`config.mk`:
```
export PLATFORM = sky130hd
export DESIGN_NAME = ocp_master_qbridge_flat
export DESIGN_NICKNAME = d
export VERILOG_FILES = /design/src/rtl/ocp_pkg.sv /design/src/rtl/ocp_if.sv /design/src/rtl/ocp_sync_fifo.sv /design/src/rtl/ocp_master_qbridge.sv /design/src/flat_wrapper.sv
export SDC_FILE = /design/constraint.sdc
export NUM_CORES = 1
export LEC_CHECK = 0
export BUFFER_PORTS_ARGS = -buffer_cell sky130_fd_sc_hd__buf_2
export CAP_MARGIN = 30
export CORE_UTILIZATION = 56
export CTS_CLUSTER_DIAMETER = 40
export DETAILED_ROUTE_END_ITERATION = 8
export GPL_TIMING_DRIVEN = 1
export PLACE_DENSITY_LB_ADDON = 0.08
export SKIP_CTS_REPAIR_TIMING = 1
export SYNTH_ARGS = -nofsm -noshare
export SYNTH_HDL_FRONTEND = slang
export SYNTH_SLANG_ARGS = --single-unit
```
`constraint.sdc`:
```
create_clock -name clk -period 3.8 [get_ports clk]
set_input_delay 0.19 -clock clk [delete_from_list [all_inputs] [get_ports clk]]
set_output_delay 0.19 -clock clk [all_outputs]
set_load 0.05 [all_outputs]
```
`src/rtl/ocp_pkg.sv`:
```
// rtl/ocp_pkg.sv - OCP command/response encodings shared by the bridge, its FIFO users and the bus interface
package ocp_pkg;
  localparam int CMD_W  = 3;
  localparam int RESP_W = 2;

  typedef enum logic [CMD_W-1:0] {
    OCP_CMD_IDLE = 3'b000,
    OCP_CMD_WR   = 3'b001,
    OCP_CMD_RD   = 3'b010
  } ocp_cmd_e;

  typedef enum logic [RESP_W-1:0] {
    OCP_RESP_NULL = 2'b00,
    OCP_RESP_DVA  = 2'b01,
    OCP_RESP_FAIL = 2'b10,
    OCP_RESP_ERR  = 2'b11
  } ocp_resp_e;

  // FAIL and ERR are the only encodings with the upper bit set
  function automatic logic resp_is_error(input logic [RESP_W-1:0] resp);
    return resp[1];
  endfunction
endpackage

```
`src/rtl/ocp_if.sv`:
```
// rtl/ocp_if.sv - OCP master/slave signal bundle
interface ocp_if #(
  parameter int DATA_WIDTH = 32,
  parameter int ADDR_WIDTH = 5
);
  logic [ocp_pkg::CMD_W-1:0]  m_cmd;
  logic [ADDR_WIDTH-1:0]      m_addr;
  logic [DATA_WIDTH-1:0]      m_data;
  logic                       m_resp_accept;
  logic                       s_cmd_accept;
  logic [ocp_pkg::RESP_W-1:0] s_resp;
  logic [DATA_WIDTH-1:0]      s_data;

  modport master (output m_cmd, m_addr, m_data, m_resp_accept,
                  input  s_cmd_accept, s_resp, s_data);
  modport slave  (input  m_cmd, m_addr, m_data, m_resp_accept,
                  output s_cmd_accept, s_resp, s_data);
endinterface

```
`src/rtl/ocp_sync_fifo.sv`:
```
// rtl/ocp_sync_fifo.sv - single-clock FIFO with clock enable; push when full and pop when empty are dropped
module ocp_sync_fifo #(
  parameter int WIDTH = 8,
  parameter int DEPTH = 4
) (
  input  logic             clk,
  input  logic             reset,
  input  logic             enable,
  input  logic             push,
  input  logic [WIDTH-1:0] push_data,
  input  logic             pop,
  output logic [WIDTH-1:0] head,
  output logic             empty,
  output logic             full
);
  localparam int PW = (DEPTH > 1) ? $clog2(DEPTH) : 1;
  localparam int CW = $clog2(DEPTH + 1);

  logic [WIDTH-1:0] mem [DEPTH];
  logic [PW-1:0]    wptr;
  logic [PW-1:0]    rptr;
  logic [CW-1:0]    count;
  logic             do_push;
  logic             do_pop;

  assign empty   = (count == '0);
  assign full    = (count == CW'(DEPTH));
  assign do_push = enable && push && !full;
  assign do_pop  = enable && pop && !empty;
  assign head    = mem[rptr];

  function automatic logic [PW-1:0] ptr_next(input logic [PW-1:0] p);
    return (p == PW'(DEPTH - 1)) ? '0 : p + 1'b1;
  endfunction

  always_ff @(posedge clk or posedge reset) begin
    if (reset) begin
      wptr  <= '0;
      rptr  <= '0;
      count <= '0;
    end else begin
      if (do_push) wptr <= ptr_next(wptr);
      if (do_pop)  rptr <= ptr_next(rptr);
      count <= count + CW'(do_push) - CW'(do_pop);
    end
  end

  always_ff @(posedge clk) begin
    if (do_push) mem[wptr] <= push_data;
  end
endmodule

```
`src/rtl/ocp_master_qbridge.sv`:
```
// rtl/ocp_master_qbridge.sv - queued request-to-OCP master bridge with outstanding limit, response tagging and timeout
module ocp_master_qbridge
  import ocp_pkg::*;
#(
  parameter int DATA_WIDTH      = 32,
  parameter int ADDR_WIDTH      = 5,
  parameter int REQ_DEPTH       = 4,
  parameter int MAX_OUTSTANDING = 2,
  parameter int TIMEOUT_CYCLES  = 256
) (
  input  logic                  clk,
  input  logic                  reset,
  input  logic                  enable,
  ocp_if.master                 m_ocp,
  input  logic                  req_valid,
  output logic                  req_ready,
  input  logic                  req_write,
  input  logic [ADDR_WIDTH-1:0] req_addr,
  input  logic [DATA_WIDTH-1:0] req_wdata,
  output logic                  rsp_valid,
  output logic                  rsp_write,
  output logic [DATA_WIDTH-1:0] rsp_rdata,
  output logic                  rsp_error,
  output logic                  busy,
  output logic                  timeout_err
);
  localparam int QW = 1 + ADDR_WIDTH + DATA_WIDTH;
  localparam int OW = $clog2(MAX_OUTSTANDING + 1);
  localparam int TW = $clog2(TIMEOUT_CYCLES + 1);

  logic [QW-1:0] q_head;
  logic          q_empty, q_full;
  logic [0:0]    tag_head;
  logic          tag_empty, tag_full;
  logic [OW-1:0] outstanding;
  logic [TW-1:0] wait_cnt;
  logic          cmd_busy, cmd_acc, rsp_hs, issue;

  assign cmd_busy = (m_ocp.m_cmd != OCP_CMD_IDLE);
  assign cmd_acc  = enable && cmd_busy && m_ocp.s_cmd_accept;
  assign m_ocp.m_resp_accept = enable && (outstanding != '0);
  assign rsp_hs   = m_ocp.m_resp_accept && !tag_empty && (m_ocp.s_resp != OCP_RESP_NULL);
  // The accept landing this edge already occupies a slot, so it counts toward the limit
  assign issue    = enable && !q_empty && (!cmd_busy || cmd_acc) &&
                    ((int'(outstanding) + int'(cmd_acc)) < MAX_OUTSTANDING);
  assign req_ready = enable && !reset && !q_full;
  assign busy      = !q_empty || cmd_busy || (outstanding != '0);

  ocp_sync_fifo #(.WIDTH(QW), .DEPTH(REQ_DEPTH)) u_req_q (
    .clk(clk), .reset(reset), .enable(enable),
    .push(req_valid && req_ready), .push_data({req_write, req_addr, req_wdata}),
    .pop(issue), .head(q_head), .empty(q_empty), .full(q_full)
  );

  ocp_sync_fifo #(.WIDTH(1), .DEPTH(MAX_OUTSTANDING)) u_tag_q (
    .clk(clk), .reset(reset), .enable(enable),
    .push(cmd_acc && !tag_full), .push_data(m_ocp.m_cmd == OCP_CMD_WR),
    .pop(rsp_hs), .head(tag_head), .empty(tag_empty), .full(tag_full)
  );

  always_ff @(posedge clk or posedge reset) begin
    if (reset) begin
      m_ocp.m_cmd  <= OCP_CMD_IDLE;
      m_ocp.m_addr <= '0;
      m_ocp.m_data <= '0;
    end else if (issue) begin
      m_ocp.m_cmd  <= q_head[QW-1] ? OCP_CMD_WR : OCP_CMD_RD;
      m_ocp.m_addr <= q_head[QW-2 -: ADDR_WIDTH];
      m_ocp.m_data <= q_head[DATA_WIDTH-1:0];
    end else if (cmd_acc) begin
      m_ocp.m_cmd  <= OCP_CMD_IDLE;
    end
  end

  always_ff @(posedge clk or posedge reset) begin
    if (reset) begin
      outstanding <= '0;
      wait_cnt    <= '0;
      timeout_err <= 1'b0;
      rsp_valid   <= 1'b0;
      rsp_write   <= 1'b0;
      rsp_error   <= 1'b0;
      rsp_rdata   <= '0;
    end else if (enable) begin
      outstanding <= outstanding + OW'(cmd_acc) - OW'(rsp_hs);
      if ((outstanding == '0) || rsp_hs) begin
        wait_cnt <= '0;
      end else if (wait_cnt != TW'(TIMEOUT_CYCLES)) begin
        wait_cnt <= wait_cnt + 1'b1;
        if (wait_cnt == TW'(TIMEOUT_CYCLES - 1)) timeout_err <= 1'b1;
      end
      rsp_valid <= rsp_hs;
      if (rsp_hs) begin
        rsp_write <= tag_head[0];
        rsp_error <= resp_is_error(m_ocp.s_resp);
        if (!tag_head[0]) rsp_rdata <= m_ocp.s_data;
      end
    end
  end
endmodule

```
`src/flat_wrapper.sv`:
```
// flat-port wrapper written by rule: the top's interface ports become plain ports
module ocp_master_qbridge_flat import ocp_pkg::*;
#(
  parameter int DATA_WIDTH      = 32,
  parameter int ADDR_WIDTH      = 5,
  parameter int REQ_DEPTH       = 4,
  parameter int MAX_OUTSTANDING = 2,
  parameter int TIMEOUT_CYCLES  = 256
)
  (clk, reset, enable, req_valid, req_ready, req_write, req_addr, req_wdata, rsp_valid, rsp_write, rsp_rdata, rsp_error, busy, timeout_err, m_ocp_m_cmd, m_ocp_m_addr, m_ocp_m_data, m_ocp_m_resp_accept, m_ocp_s_cmd_accept, m_ocp_s_resp, m_ocp_s_data);
  ocp_if #(.DATA_WIDTH(DATA_WIDTH), .ADDR_WIDTH(ADDR_WIDTH)) m_ocp_i ();
  input  logic clk;
  input  logic reset;
  input  logic enable;
  input  logic req_valid;
  output logic req_ready;
  input  logic req_write;
  input  logic [ADDR_WIDTH-1:0] req_addr;
  input  logic [DATA_WIDTH-1:0] req_wdata;
  output logic rsp_valid;
  output logic rsp_write;
  output logic [DATA_WIDTH-1:0] rsp_rdata;
  output logic rsp_error;
  output logic busy;
  output logic timeout_err;
  output wire logic [$bits(m_ocp_i.m_cmd)-1:0] m_ocp_m_cmd;
  output wire logic [$bits(m_ocp_i.m_addr)-1:0] m_ocp_m_addr;
  output wire logic [$bits(m_ocp_i.m_data)-1:0] m_ocp_m_data;
  output wire logic [$bits(m_ocp_i.m_resp_accept)-1:0] m_ocp_m_resp_accept;
  input wire logic [$bits(m_ocp_i.s_cmd_accept)-1:0] m_ocp_s_cmd_accept;
  input wire logic [$bits(m_ocp_i.s_resp)-1:0] m_ocp_s_resp;
  input wire logic [$bits(m_ocp_i.s_data)-1:0] m_ocp_s_data;
  assign m_ocp_m_cmd = m_ocp_i.m_cmd;
  assign m_ocp_m_addr = m_ocp_i.m_addr;
  assign m_ocp_m_data = m_ocp_i.m_data;
  assign m_ocp_m_resp_accept = m_ocp_i.m_resp_accept;
  assign m_ocp_i.s_cmd_accept = m_ocp_s_cmd_accept;
  assign m_ocp_i.s_resp = m_ocp_s_resp;
  assign m_ocp_i.s_data = m_ocp_s_data;
  ocp_master_qbridge #(.DATA_WIDTH(DATA_WIDTH), .ADDR_WIDTH(ADDR_WIDTH), .REQ_DEPTH(REQ_DEPTH), .MAX_OUTSTANDING(MAX_OUTSTANDING), .TIMEOUT_CYCLES(TIMEOUT_CYCLES)) u_core (.clk(clk), .reset(reset), .enable(enable), .m_ocp(m_ocp_i), .req_valid(req_valid), .req_ready(req_ready), .req_write(req_write), .req_addr(req_addr), .req_wdata(req_wdata), .rsp_valid(rsp_valid), .rsp_write(rsp_write), .rsp_rdata(rsp_rdata), .rsp_error(rsp_error), .busy(busy), .timeout_err(timeout_err));
endmodule
```
Word-level counts from Yosys, hierarchy flattened --
Memories as Yosys holds them, arrays and structs flattened. Index checks and enable logic that the tools add are counted.
Operators by class: add/sub/neg operators 12, magnitude comparators 1, equal/unequal tests 7, mux-type cells 13, bitwise gates (word level) 2, reductions and logical operators 42
Operators with widths (number):
- less-than comparator 32 x 3 -> 1 bit (second input constant) | 1
- logical AND 1 bit | 20
- two-way mux 9 bit | 2
- adder 9 x 1 -> 9 bit (second input constant) | 1
- == test 9 x 8 -> 1 bit (second input constant) | 1
- != test 9 bit (second input constant) | 1
- nonzero test 2 bit | 4
- == test 2 bit (second input constant) | 3
- logical NOT 1 bit | 6
- two-way mux 1 bit | 6
- two-way mux 2 bit | 3
- two-way mux 3 bit | 2
- adder 2 x 1 -> 2 bit | 2
- adder 2 x 1 -> 2 bit (second input constant) | 2
- logical NOT 2 bit | 2
- logical OR 1 bit | 4
- AND reduction 2 bit | 2
- AND reduction 4 bit | 1
- subtractor 2 x 1 -> 2 bit | 2
- adder 2 x 1 -> 3 bit | 1
- adder 3 x 1 -> 3 bit | 1
- == test 3 x 1 -> 1 bit (second input constant) | 1
- == test 3 bit (second input constant) | 1
- logical NOT 3 bit | 1
- other kinds (5) | 7
Storage, ports and cells: register bits 98, memory bits (writable) 154, input bits 77, output and inout bits 79, logic and storage cells 95, memories 2
Memories:
- u_core.u_req_q.mem | depth 4, bits a word 38, rd ports 1, clocked after Yosys merged registers in 0, write ports 1, RTL line ocp_sync_fifo.sv:19 | logic [WIDTH-1:0] mem [DEPTH];
- u_core.u_tag_q.mem | depth 2, bits a word 1, rd ports 1, clocked after Yosys merged registers in 0, write ports 1, RTL line ocp_sync_fifo.sv:19

Depth between registers and ports, before layout --
Gate-level depths: netlist of run 1.
depth after elaboration 9, mapped depth 12, depth with buffers taken out 11

Modules after synthesis --
From an unflattened synthesis of run 1, not the netlist that was laid out.
Unflattened totals: cell total of the unflattened synthesis 512, area, all modules 9963.3 um^2
Modules (own cells, without submodules):
- ocp_sync_fifo at u_core.u_req_q | times used 1, cells an instance 240, area each 5977.0 um^2, sequential area each 4739.5 um^2
- ocp_master_qbridge | times used 1, cells an instance 249, area each 3688.5 um^2, sequential area each 2152.1 um^2
- ocp_sync_fifo at u_core.u_tag_q | times used 1, cells an instance 23, area each 297.8 um^2, sequential area each 160.2 um^2

Least setup slack after synthesis of run 1 --
Ideal clock, no wire load.
path kind register to register, start point reg u_core.u_req_q.count[1], end point reg u_core.u_req_q.count[2], library setup time 0.123 ns, arrival 3.330 ns, required time 3.677 ns, slack 0.347 ns, stages on the path, launching flop included 12, path buffers 0, clock period less this slack 3.453 ns, path through dfrtp_1 nor2_1 a211oi_1 and2_1 inv_1 ha_1 inv_1 ha_1 inv_1 fa_1 xnor2_1 xnor2_1
Between the ends: word-level cells in the longest chain between the ends 8, elaborated cells on any way between the ends 15, those cells by class add/sub (2); eq/ne (1); reduce/logical (12)
RTL lines:
- start: declaration | RTL line ocp_sync_fifo.sv:22 | logic [CW-1:0] count;
- start signal: assignment | RTL line ocp_sync_fifo.sv:44 | count <= count + CW'(do_push) - CW'(do_pop);
- == test 3 bit | RTL line ocp_sync_fifo.sv:27 | assign full = (count == CW'(DEPTH));
- logical NOT 1 bit | RTL line ocp_master_qbridge.sv:46 | assign req_ready = enable && !reset && !q_full;
- logical AND 1 bit | RTL line ocp_master_qbridge.sv:46
- via req_ready | RTL line flat_wrapper.sv:16 | output logic req_ready;
- logical AND 1 bit | RTL line ocp_master_qbridge.sv:51 | .push(req_valid && req_ready), .push_data({req_write, req_addr, req_wdata}),
- logical AND 1 bit (2 in a row) | RTL line ocp_sync_fifo.sv:28 | assign do_push = enable && push && !full;
- adder 3 x 1 -> 3 bit | RTL line ocp_sync_fifo.sv:44
- subtractor 3 x 1 -> 3 bit | RTL line ocp_sync_fifo.sv:44
The timed path passes the listed nets, and every way through them passes these cells. A chain may end at the register's enable or synchronous reset.

Final worst setup path of run 1 --
start point reg u_core.m_ocp.m_cmd[0], end point reg u_core.u_req_q.count[2]
Between the ends: word-level cells in the longest chain between the ends 9, elaborated cells on any way between the ends 12, those cells by class add/sub (2); order compare (1); reduce/logical (9)
RTL lines:
- start: declaration | RTL line ocp_if.sv:14 | modport master (output m_cmd, m_addr, m_data, m_resp_accept,
- start signal: assignment | RTL line ocp_master_qbridge.sv:67 | m_ocp.m_cmd <= q_head[QW-1] ? OCP_CMD_WR : OCP_CMD_RD;
- nonzero test 3 bit * | RTL line ocp_master_qbridge.sv:39 | assign cmd_busy = (m_ocp.m_cmd != OCP_CMD_IDLE);
- logical AND 1 bit (2 in a row) | RTL line ocp_master_qbridge.sv:40 | assign cmd_acc = enable && cmd_busy && m_ocp.s_cmd_accept;
- adder 2 x 1 -> 3 bit or logical OR 1 bit (tied branches) | RTL line ocp_master_qbridge.sv:45, ocp_master_qbridge.sv:44
- less-than comparator 32 x 3 -> 1 bit or logical AND 1 bit (tied branches) | RTL line ocp_master_qbridge.sv:45, ocp_master_qbridge.sv:44
- logical AND 1 bit * | RTL line ocp_master_qbridge.sv:44 | assign issue = enable && !q_empty && (!cmd_busy || cmd_acc) &&
- logical AND 1 bit * (2 in a row) | RTL line ocp_sync_fifo.sv:29 | assign do_pop = enable && pop && !empty;
- subtractor 3 x 1 -> 3 bit * | RTL line ocp_sync_fifo.sv:44
Every way passes the cells marked *; elsewhere a longest branch is shown, timed or not.

==> results of run 1 <==
## placed cells by master, fill, tap and decap left out, types with 11 or more instances in the layout
master and instances:
buf_2 154, clkbuf_16 35, dfrtp_1 95, dlygate4sd3_1 72
edfxtp_1 154, ha_1 13, inv_1 16, mux2_2 64
mux4_2 38, nand2_1 11, nor2_1 14, o21ai_0 11
## worst max-delay path, delay by kind of cell, from the launching register on
kind / cells / cell delay [ps]
xor+xnor: 2 / 320
buf+inv: 3 / 460
compound gates: 1 / 70
simple gates: 2 / 620
flops: 1 / 420
fa+ha+maj: 3 / 830
## final cells by class
cell class / count / area, um^2
timing repair buffer: 236 / 1640
tap: 220 / 275
multi-input combinational: 216 / 2430
fill: 1015 / 4160
clock buffer: 39 / 901
inverter: 20 / 82.6
sequential: 251 / 7050
clock inverter: 22 / 206
## routing by layer
layer  global-route usage [%]  vias to the layer above  routed length [um]
met3                     4.30                       25                 926
li1                         -                     2470                   -
met4                     6.38                        0                 274
met1                     27.0                     2735                7700
met5                        0                        -                   0
met2                     36.1                      154                9520
## path summary, 6_finish.rpt
check                                       from                       to  slack [ps]  depth (start not counted)
setup reg to reg           u_core.m_ocp.m_cmd[0]  u_core.u_req_q.count[2]        1000                         11
min in group asynchronous                  reset       u_core.wait_cnt[1]         150                          3
hold reg to reg               u_core.timeout_err       u_core.timeout_err         450                          1
max in group asynchronous                  reset     u_core.rsp_rdata[23]        2730                          5
setup / recovery           u_core.m_ocp.m_cmd[0]  u_core.u_req_q.count[2]        1000                         11
hold / removal                            enable       u_core.wait_cnt[6]          80                          2
## power by group
part	total, uW	switching, uW	internal [uW]
registers	3960	447	3510
logic	3790	2410	1380
clock network	3050	1130	1910
total	10800	3990	6810
## stage by stage
stage	power, uW	setup WS [ps]	util [%]
after floorplan	6880	347	-
after global placement	7620	1070	63.6
after detailed placement	7760	987	64.1
after CTS	10800	948	70.7
after global routing	11300	738	75.2
final	10800	1000	75.2
## sequential cells by signal, summed over array words and instances (netlist names), 2 cells and up
name,cells
u_core.rsp_rdata,32
u_core.u_tag_q.count,2
u_core.m_ocp.m_addr,5
u_core.u_tag_q.mem,2
u_core.wait_cnt,9
u_core.m_ocp.m_cmd,2
u_core.u_req_q.rptr,2
u_core.u_req_q.count,3
u_core.outstanding,2
u_core.u_req_q.mem,152
u_core.u_req_q.wptr,2
u_core.m_ocp.m_data,32
## cells by family (layout without fill, tap and decap cells)
| logic type | count (synthesis) | after routing | share of synthesized area (%) |
|---|---|---|---|
| buffers and inverters | 38 | 317 | 2.21 |
| multiplexers | 111 | 111 | 17.3 |
| XOR/XNOR | 7 | 7 | 0.632 |
| other | 1 | 1 | 0.0387 |
| flip-flops | 251 | 251 | 72.7 |
| AO/OA/AOI/OAI | 33 | 33 | 2.43 |
| AND/OR/NAND/NOR | 50 | 50 | 2.76 |
| adder cells (fa/ha/maj) | 14 | 14 | 1.88 |
==> impl_metrics.toml, run 1 <==
[floorplan]
io_pins = 156
core_mm2 = 0.0168
row_count = 47
die_h_um = 134
die_area_mm2 = 0.0178
start_util_pct = 57.8
die_w_um = 134

[worst_setup_path]
cp-end-kind = "register"
crit_type = "register to register"
critPathArrivalTime_ps = 3190
cp-start-kind = "register"
max_stage_delay_ps = 440
crit_chain = "nor2_1, a21oi_1, or4_4, clkinv_4, ha_1, inv_1, ha_1, inv_1, fa_1, xnor2_1, xnor2_1"
required_ps = 4200
worst-path-max-fanout = 41
cpMaxStageDelayCell = "or4_4"

[synthesis]
synth_top_area_share_pct = 47.7
synth_warnings = 0
synth_edf_count = 154
synthCells = 505
ys.flop_type = "edfxtp_1"
yosys_register_bits = 251
synth_fp_nets = 596
yosys.area.top_type = "edfxtp_1"
syn_area_mm2 = 0.00969
synth_cell_types = 47
synth.avg_cell_area_um2 = 19.2
synth.most_common_cell = "edfxtp_1"
synth-async-reset-ratio_pct = 38.6
synth_commonest_cells = "edfxtp_1, dfrtp_1, mux2_2"
synth-seq-area-share_pct = 72.7
synth_area_leaders = "edfxtp_1, dfrtp_1, mux4_2"

[outcome]
status = "complete, no violations"

[clock_tree]
root_buffer = "clkbuf_16"
clkLatencyLatePin_ps = 500
cts_tree = "built"
clock-sinks = 251
clockBufferDepth = 3
cts.clk_slew.worst_paths_ps = 50
cts_buffers = 34
htreeDepth = 2

[route]
avgRoutedWirePerCell_um = 18.3
viasPerCell = 5.36
num_vias = 5384
antenna_left = 0
drt-total-wl_um = 18400
dr.pass1.iters = 4
drt_iter0_drc = 260
drcViolationCount = 0

[placed_design]
finalWeightedCongestion = 0.765
portBuffers = 154
numPlacedInstances = 870
post_dp_cell_area_mm2 = 0.0107
dpl.hpwl_um = 10800

[sta]
hold_viol_final = 0
slew_headroom_pct = 51.6
slew_viol_final = 0
rsz0062_at_grt = "false"
fin_crit_sh_pct = 73.6
timing.hold.ws_ps = 79.9
tightest_slew_ps = 726
finalSetupViolCount = 0
fin_skew_ps = 22.2
max_freq_ghz = 0.358
period_needed_ps = 2800
fin_tns_setup_ps = 0

[cells_and_area]
postLayoutCellArea_mm2 = 0.0126
diodes = 0
stdcell_count = 1004
drive_gt1_share_pct = 43.1
synthToLayoutAreaGrowth_pct = 29.9
finalNetCount = 850

[global_route]
grt.total_usage_pct = 21.0
grt_max_degree = 70
grt_overflow = 0
first_global_vias = 5441
antenna_found_initial = 0
grt_pass1_wl_um = 28400

[power]
p_per_area_mw_per_mm2 = 857
ir_drop_uv = 660
cellLeakagePower_uw = 0.00504

[worst_hold_path]
hp-class = "input port to register"

[flow_run]
max_cap_viol_count = 0
Note: power is estimated with default switching activity, not from simulation.
==> run 2: changes to the inputs <==
--- a/config.mk
+++ b/config.mk
@@ -7,7 +7,7 @@
 export LEC_CHECK = 0
 export BUFFER_PORTS_ARGS = -buffer_cell sky130_fd_sc_hd__buf_2
 export CAP_MARGIN = 30
-export CORE_UTILIZATION = 56
+export CORE_UTILIZATION = 51
 export CTS_CLUSTER_DIAMETER = 40
 export DETAILED_ROUTE_END_ITERATION = 8
 export GPL_TIMING_DRIVEN = 1
==> constraint.sdc (replaced) <==
create_clock -name clk -period 2.5 [get_ports clk]
set_input_delay 0.125 -clock clk [delete_from_list [all_inputs] [get_ports clk]]
set_output_delay 0.125 -clock clk [all_outputs]
set_load 0.05 [all_outputs]
==> run 2 against run 1 <==
Net effect:
- critical path depth decreased by 1
- clock skew increased by 4.2 ps
- critical path type unchanged
- largest cell class unchanged
- via count increased by 0.19%
- cell area grew 1.2%
- setup slack lost 850 ps
- core utilization down 6.8 points
==> impl_metrics.toml, run 2 (same netlist as run 1, synthesis figures left out) <==
[clock_tree]
clockBufferDepth = 3
cts_buffers = 35
cts.clk_slew.worst_paths_ps = 50
cts_tree = "built"
clkLatencyLatePin_ps = 510
htreeDepth = 2
clock-sinks = 251
root_buffer = "clkbuf_16"

[power]
p_clk_share_pct = 29.3
power_frac_seq_pct = 35.3
cellLeakagePower_uw = 0.00509
p_per_area_mw_per_mm2 = 1310
power.internal_uw = 10700
swShare_pct = 36.3
combinationalPowerShare_pct = 35.4
ir_drop_uv = 834
power_switching_uw = 6090

[worst_setup_path]
reg2reg_depth = 10
worst-path-max-fanout = 3
r2r_end = "u_core.u_req_q.count[2]"
crit_type = "register to register"
critPathArrivalTime_ps = 2720
cp-end-kind = "register"
required_ps = 2870
r2r-start = "u_core.u_req_q.count[2]"
rrSetupSlack_ps = 150
cp-start-kind = "register"

[global_route]
first_global_vias = 5538
grt_overflow = 0
grt_pass1_wl_um = 29000
grt.total_usage_pct = 19.4
antenna_found_initial = 0
grt_max_degree = 87

[cells_and_area]
finalNetCount = 855
multi_input_area_mm2 = 0.00246
synthToLayoutAreaGrowth_pct = 31.6
drive_gt1_share_pct = 44.0
regMostFlops = "u_core.u_req_q.mem"
layout_common_cells = "buf_2, edfxtp_1, dfrtp_1"
top_regs = "u_core.u_req_q.mem x152, u_core.m_ocp.m_data x32, u_core.rsp_rdata x32"
seq_area_mm2 = 0.00706
diodes = 0
post-route-util_pct = 68.4
postLayoutCellArea_mm2 = 0.0128
largest_reg_flops = 152
nFillCells = 1232

[floorplan]
row_count = 50
die_w_um = 140
core_mm2 = 0.0186
die_h_um = 140
io_pins = 156
start_util_pct = 52.0
die_area_mm2 = 0.0196

[route]
antenna_left = 0
drt-total-wl_um = 18500
num_vias = 5394
avgRoutedWirePerCell_um = 18.1
drt_iter0_drc = 204
drcViolationCount = 0
dr.pass1.iters = 4
viasPerCell = 5.28

[sta]
fin_tns_setup_ps = 0
slew_viol_final = 0
slew_headroom_pct = 57.1
hold_viol_final = 0
max_freq_ghz = 0.426
rsz0062_at_grt = "false"
fin_crit_sh_pct = 93.9
period_needed_ps = 2350
fin_skew_ps = 26.4
timing.hold.ws_ps = 2.62
tightest_slew_ps = 643
finalSetupViolCount = 0

[placed_design]
post_dp_cell_area_mm2 = 0.0108
dpl.hpwl_um = 10600
finalWeightedCongestion = 0.837
portBuffers = 154

[worst_hold_path]
holdPathStages = 3
hold_end = "u_core.wait_cnt[6]"
hp-class = "input port to register"
min_from = "enable"

[outcome]
status = "complete, no violations"

[flow_run]
max_cap_viol_count = 0
run 2: changes by cell type in the layout (fill, tap and decap cells not counted), moves of 2 or more:
cell / previous run / this run
buf_16: 2 / 0
buf_12: 3 / 6
inv_4: 2 / 0
clkbuf_16: 35 / 39
dfrtp_1: 95 / 92
clkinv_2: 9 / 5
buf_4: 5 / 8
dfrtp_2: 2 / 5
run 2: worst max path at each step:
stage	from	end	slack (ps)	cells after the start
final	u_core.u_req_q.count[2]	u_core.u_req_q.count[2]	150	10
after floorplan	u_core.u_req_q.count[1]	u_core.u_req_q.count[2]	-120	11
after detailed placement	u_core.m_ocp.m_cmd[1]	u_core.u_req_q.count[2]	160	11
after global placement	u_core.m_ocp.m_cmd[1]	u_core.u_req_q.count[2]	200	11
after global routing	u_core.m_ocp.m_cmd[1]	u_core.u_req_q.count[2]	30	11
after CTS	u_core.u_req_q.count[1]	u_core.u_req_q.count[2]	150	11
run 2: power groups by stage:
stage,clock network [uW],logic [uW],registers (uW)
3_5_place_dp,0,5890,5990
2_1_floorplan,0,2460,8010
5_1_grt,5190,6300,6040
4_1_cts,5010,5910,5920
6_report,4910,5920,5920
3_3_place_gp,0,5790,5940
run 2: layer usage:
metal | GRT usage [%] | part of all wire, % | vias up
met5 | 0 | 0 | -
met3 | 5.33 | 5.1 | 33
met2 | 33.3 | 51 | 133
li1 | - | - | 2474
met4 | 6.59 | 2.3 | 0
met1 | 23.9 | 41 | 2754
run 2: final cells by class:
cell class	count	share of cell area (%)
clock buffers	44	7.88
clock inverters	17	1.44
inverters	20	0.657
multi-input cells	216	19.3
flip-flops and latches	251	55.3
well taps	234	2.30
repair buffers	240	13.1
run 2: metrics by stage:
stage | cells | worst slack [ps] | total power (uW)
6_report | 1022 | 153 | 16800
4_1_cts | 950 | 150 | 16800
2_1_floorplan | 505 | -122 | 10500
3_3_place_gp | 889 | 203 | 11700
3_5_place_dp | 889 | 164 | 11900
5_1_grt | 1022 | 25.4 | 17500
run 2: critical path: stages, from the launching register on:
cell and delay (ps):
dfrtp_1 430, nor3_1 110, or4_4 520, clkinv_4 60
ha_1 210, inv_1 50, ha_1 120, inv_1 50
fa_1 400, xnor2_2 150, xnor2_1 120
==> run 3: changes to the inputs <==
--- a/config.mk
+++ b/config.mk
@@ -5,7 +5,7 @@
 export SDC_FILE = /design/constraint.sdc
 export NUM_CORES = 1
 export LEC_CHECK = 0
-export BUFFER_PORTS_ARGS = -buffer_cell sky130_fd_sc_hd__buf_2
+export BUFFER_PORTS_ARGS = -buffer_cell sky130_fd_sc_hd__buf_4
 export CAP_MARGIN = 30
 export CORE_UTILIZATION = 51
 export CTS_CLUSTER_DIAMETER = 40
==> run 3 against run 2 <==
Net effect:
- sequential power rose by 1%
- fmax rose by 0.65%
- first-iteration DRC count fell by 2.5%
- combinational power rose by 7.1%
- cell area rose by 3.3%
- via count barely moved
- sequential share of layout area fell by 1.8 points
- global-route usage fell by 0.053 points
- non-clock buffer count fell by 1
- cell count barely moved
==> impl_metrics.toml, run 3 (same netlist as run 1, synthesis figures left out) <==
[global_route]
grt_pass1_wl_um = 29000
grt_max_degree = 73
first_global_vias = 5550
grt_overflow = 0
antenna_found_initial = 0
grt.total_usage_pct = 19.4

[sta]
slew_viol_final = 0
finalSetupViolCount = 0
max_freq_ghz = 0.429
period_needed_ps = 2330
rsz0062_at_grt = "false"
tightest_slew_ps = 701
hold_viol_final = 0
fin_crit_sh_pct = 93.3
slew_headroom_pct = 53.1
fin_skew_ps = 14.5
timing.hold.ws_ps = 11.4

[route]
num_vias = 5398
wl_met3_um = 920
top_layer_used = "met4"
drt_iter0_drc = 199
wl_met1_um = 7920
antenna_left = 0
route.met2.wl_um = 9730
dr.pass1.iters = 4
viasPerCell = 5.28
drcViolationCount = 0
drt-total-wl_um = 19000
avgRoutedWirePerCell_um = 18.5

[placed_design]
numPlacedInstances = 887
portBuffers = 154
dpl.hpwl_um = 10600
finalWeightedCongestion = 0.831

[power]
swShare_pct = 35.5
power.internal_uw = 11200
combinationalPowerShare_pct = 36.5
power_switching_uw = 6160
cellLeakagePower_uw = 0.00522
ir_drop_uv = 845
p_clk_share_pct = 29.0
p_per_area_mw_per_mm2 = 1320
finalPower_uw = 17300
power_frac_seq_pct = 34.5

[cells_and_area]
largest_reg_flops = 152
drive_gt1_share_pct = 44.2
finalNetCount = 854
synthToLayoutAreaGrowth_pct = 35.9
layout_common_cells = "buf_4, edfxtp_1, dfrtp_1"
regMostFlops = "u_core.u_req_q.mem"
seq_area_mm2 = 0.00706
final_common_cell = "buf_4"
stdcell_count = 1023
multi_input_area_mm2 = 0.00246
post-route-util_pct = 70.7
diodes = 0
top_regs = "u_core.u_req_q.mem x152, u_core.m_ocp.m_data x32, u_core.rsp_rdata x32"
nFillCells = 1201

[worst_setup_path]
crit_chain = "nor2_2, a21oi_1, or4_4, clkinv_4, ha_1, inv_1, ha_1, inv_1, fa_2, xnor2_2, xnor2_1"
crit_type = "register to register"
required_ps = 2870
cpMaxStageDelayCell = "or4_4"
worst-path-max-fanout = 5
cp-end-kind = "register"
max_stage_delay_ps = 440
cp-start-kind = "register"
critPathArrivalTime_ps = 2700

[clock_tree]
clkLatencyLatePin_ps = 500
root_buffer = "clkbuf_16"
cts_tree = "built"
clockBufferDepth = 3
clock-sinks = 251
cts.clk_slew.worst_paths_ps = 50
cts_buffers = 35
htreeDepth = 2

[floorplan]
die_h_um = 140
core_mm2 = 0.0186
start_util_pct = 52.0
die_area_mm2 = 0.0196
row_count = 50
die_w_um = 140
io_pins = 156

[flow_run]
max_cap_viol_count = 0

[worst_hold_path]
hp-class = "input port to register"

[outcome]
status = "complete, no violations"
[run 3: changes by cell type in the layout (fill, tap and decap cells not counted), sizes merged]
cell	change
dlygate4sd3	+1
clkinvlp	+4
clkbuf	-2
clkinv	-1
inv	-1
bufinv	+2
buf	-2
[run 3: power groups by stage]
stage / clock network [uW] / registers (uW) / logic, uW
floorplan: 0 / 8010 / 2460
global placement: 0 / 6010 / 6170
detailed placement: 0 / 6050 / 6270
CTS: 5140 / 5990 / 6290
global route: 5300 / 6110 / 6720
finish: 5020 / 5990 / 6340
[run 3: metrics by stage]
stage / area (um^2) / TNS [ps] / setup slack, ps
after CTS: 12400 / 0 / 104
after floorplan: 9720 / -122 / -122
final: 13200 / 0 / 168
after detailed placement: 11200 / 0 / 114
after global placement: 11200 / 0 / 203
after global routing: 13200 / 0 / 7.30
[run 3: cell type report]
cell class / count / share of cell area (%)
sequential: 251 / 53.6
multi-input combinational: 216 / 18.7
timing repair buffer: 239 / 15.7
clock buffer: 42 / 7.32
tap: 234 / 2.22
clock inverter: 21 / 1.93
inverter: 20 / 0.636
[run 3: critical path: cells and delay by family, from the launching register on]
kind | cells | cell delay (ps)
and+or+nand+nor | 2 | 580
adders and majority gates | 3 | 690
AOI/OAI and AO/OA | 1 | 50
buffers and inverters | 3 | 170
DFF | 1 | 430
xor gates and xnor gates | 2 | 280
[run 3: layer usage]
| metal | vias to the layer above | global-route usage, % |
|---|---|---|
| met4 | 0 | 6.94 |
| met1 | 2743 | 23.7 |
| met5 | - | 0 |
| li1 | 2478 | - |
| met2 | 140 | 33.4 |
| met3 | 37 | 4.99 |
[run 3: worst paths after layout]
check	start	to	slack, ps	cells past startpoint
worst max-delay path	u_core.m_ocp.m_cmd[1]	u_core.u_req_q.count[2]	170	11
worst min-delay path	m_ocp_s_cmd_accept	u_core.m_ocp.m_cmd[1]	10	4
worst max register to register	u_core.m_ocp.m_cmd[1]	u_core.u_req_q.count[2]	170	11
worst min register to register	u_core.timeout_err	u_core.timeout_err	460	1
max in group asynchronous	reset	u_core.u_req_q.rptr[0]	1320	4
min in group asynchronous	reset	u_core.m_ocp.m_data[15]	330	3
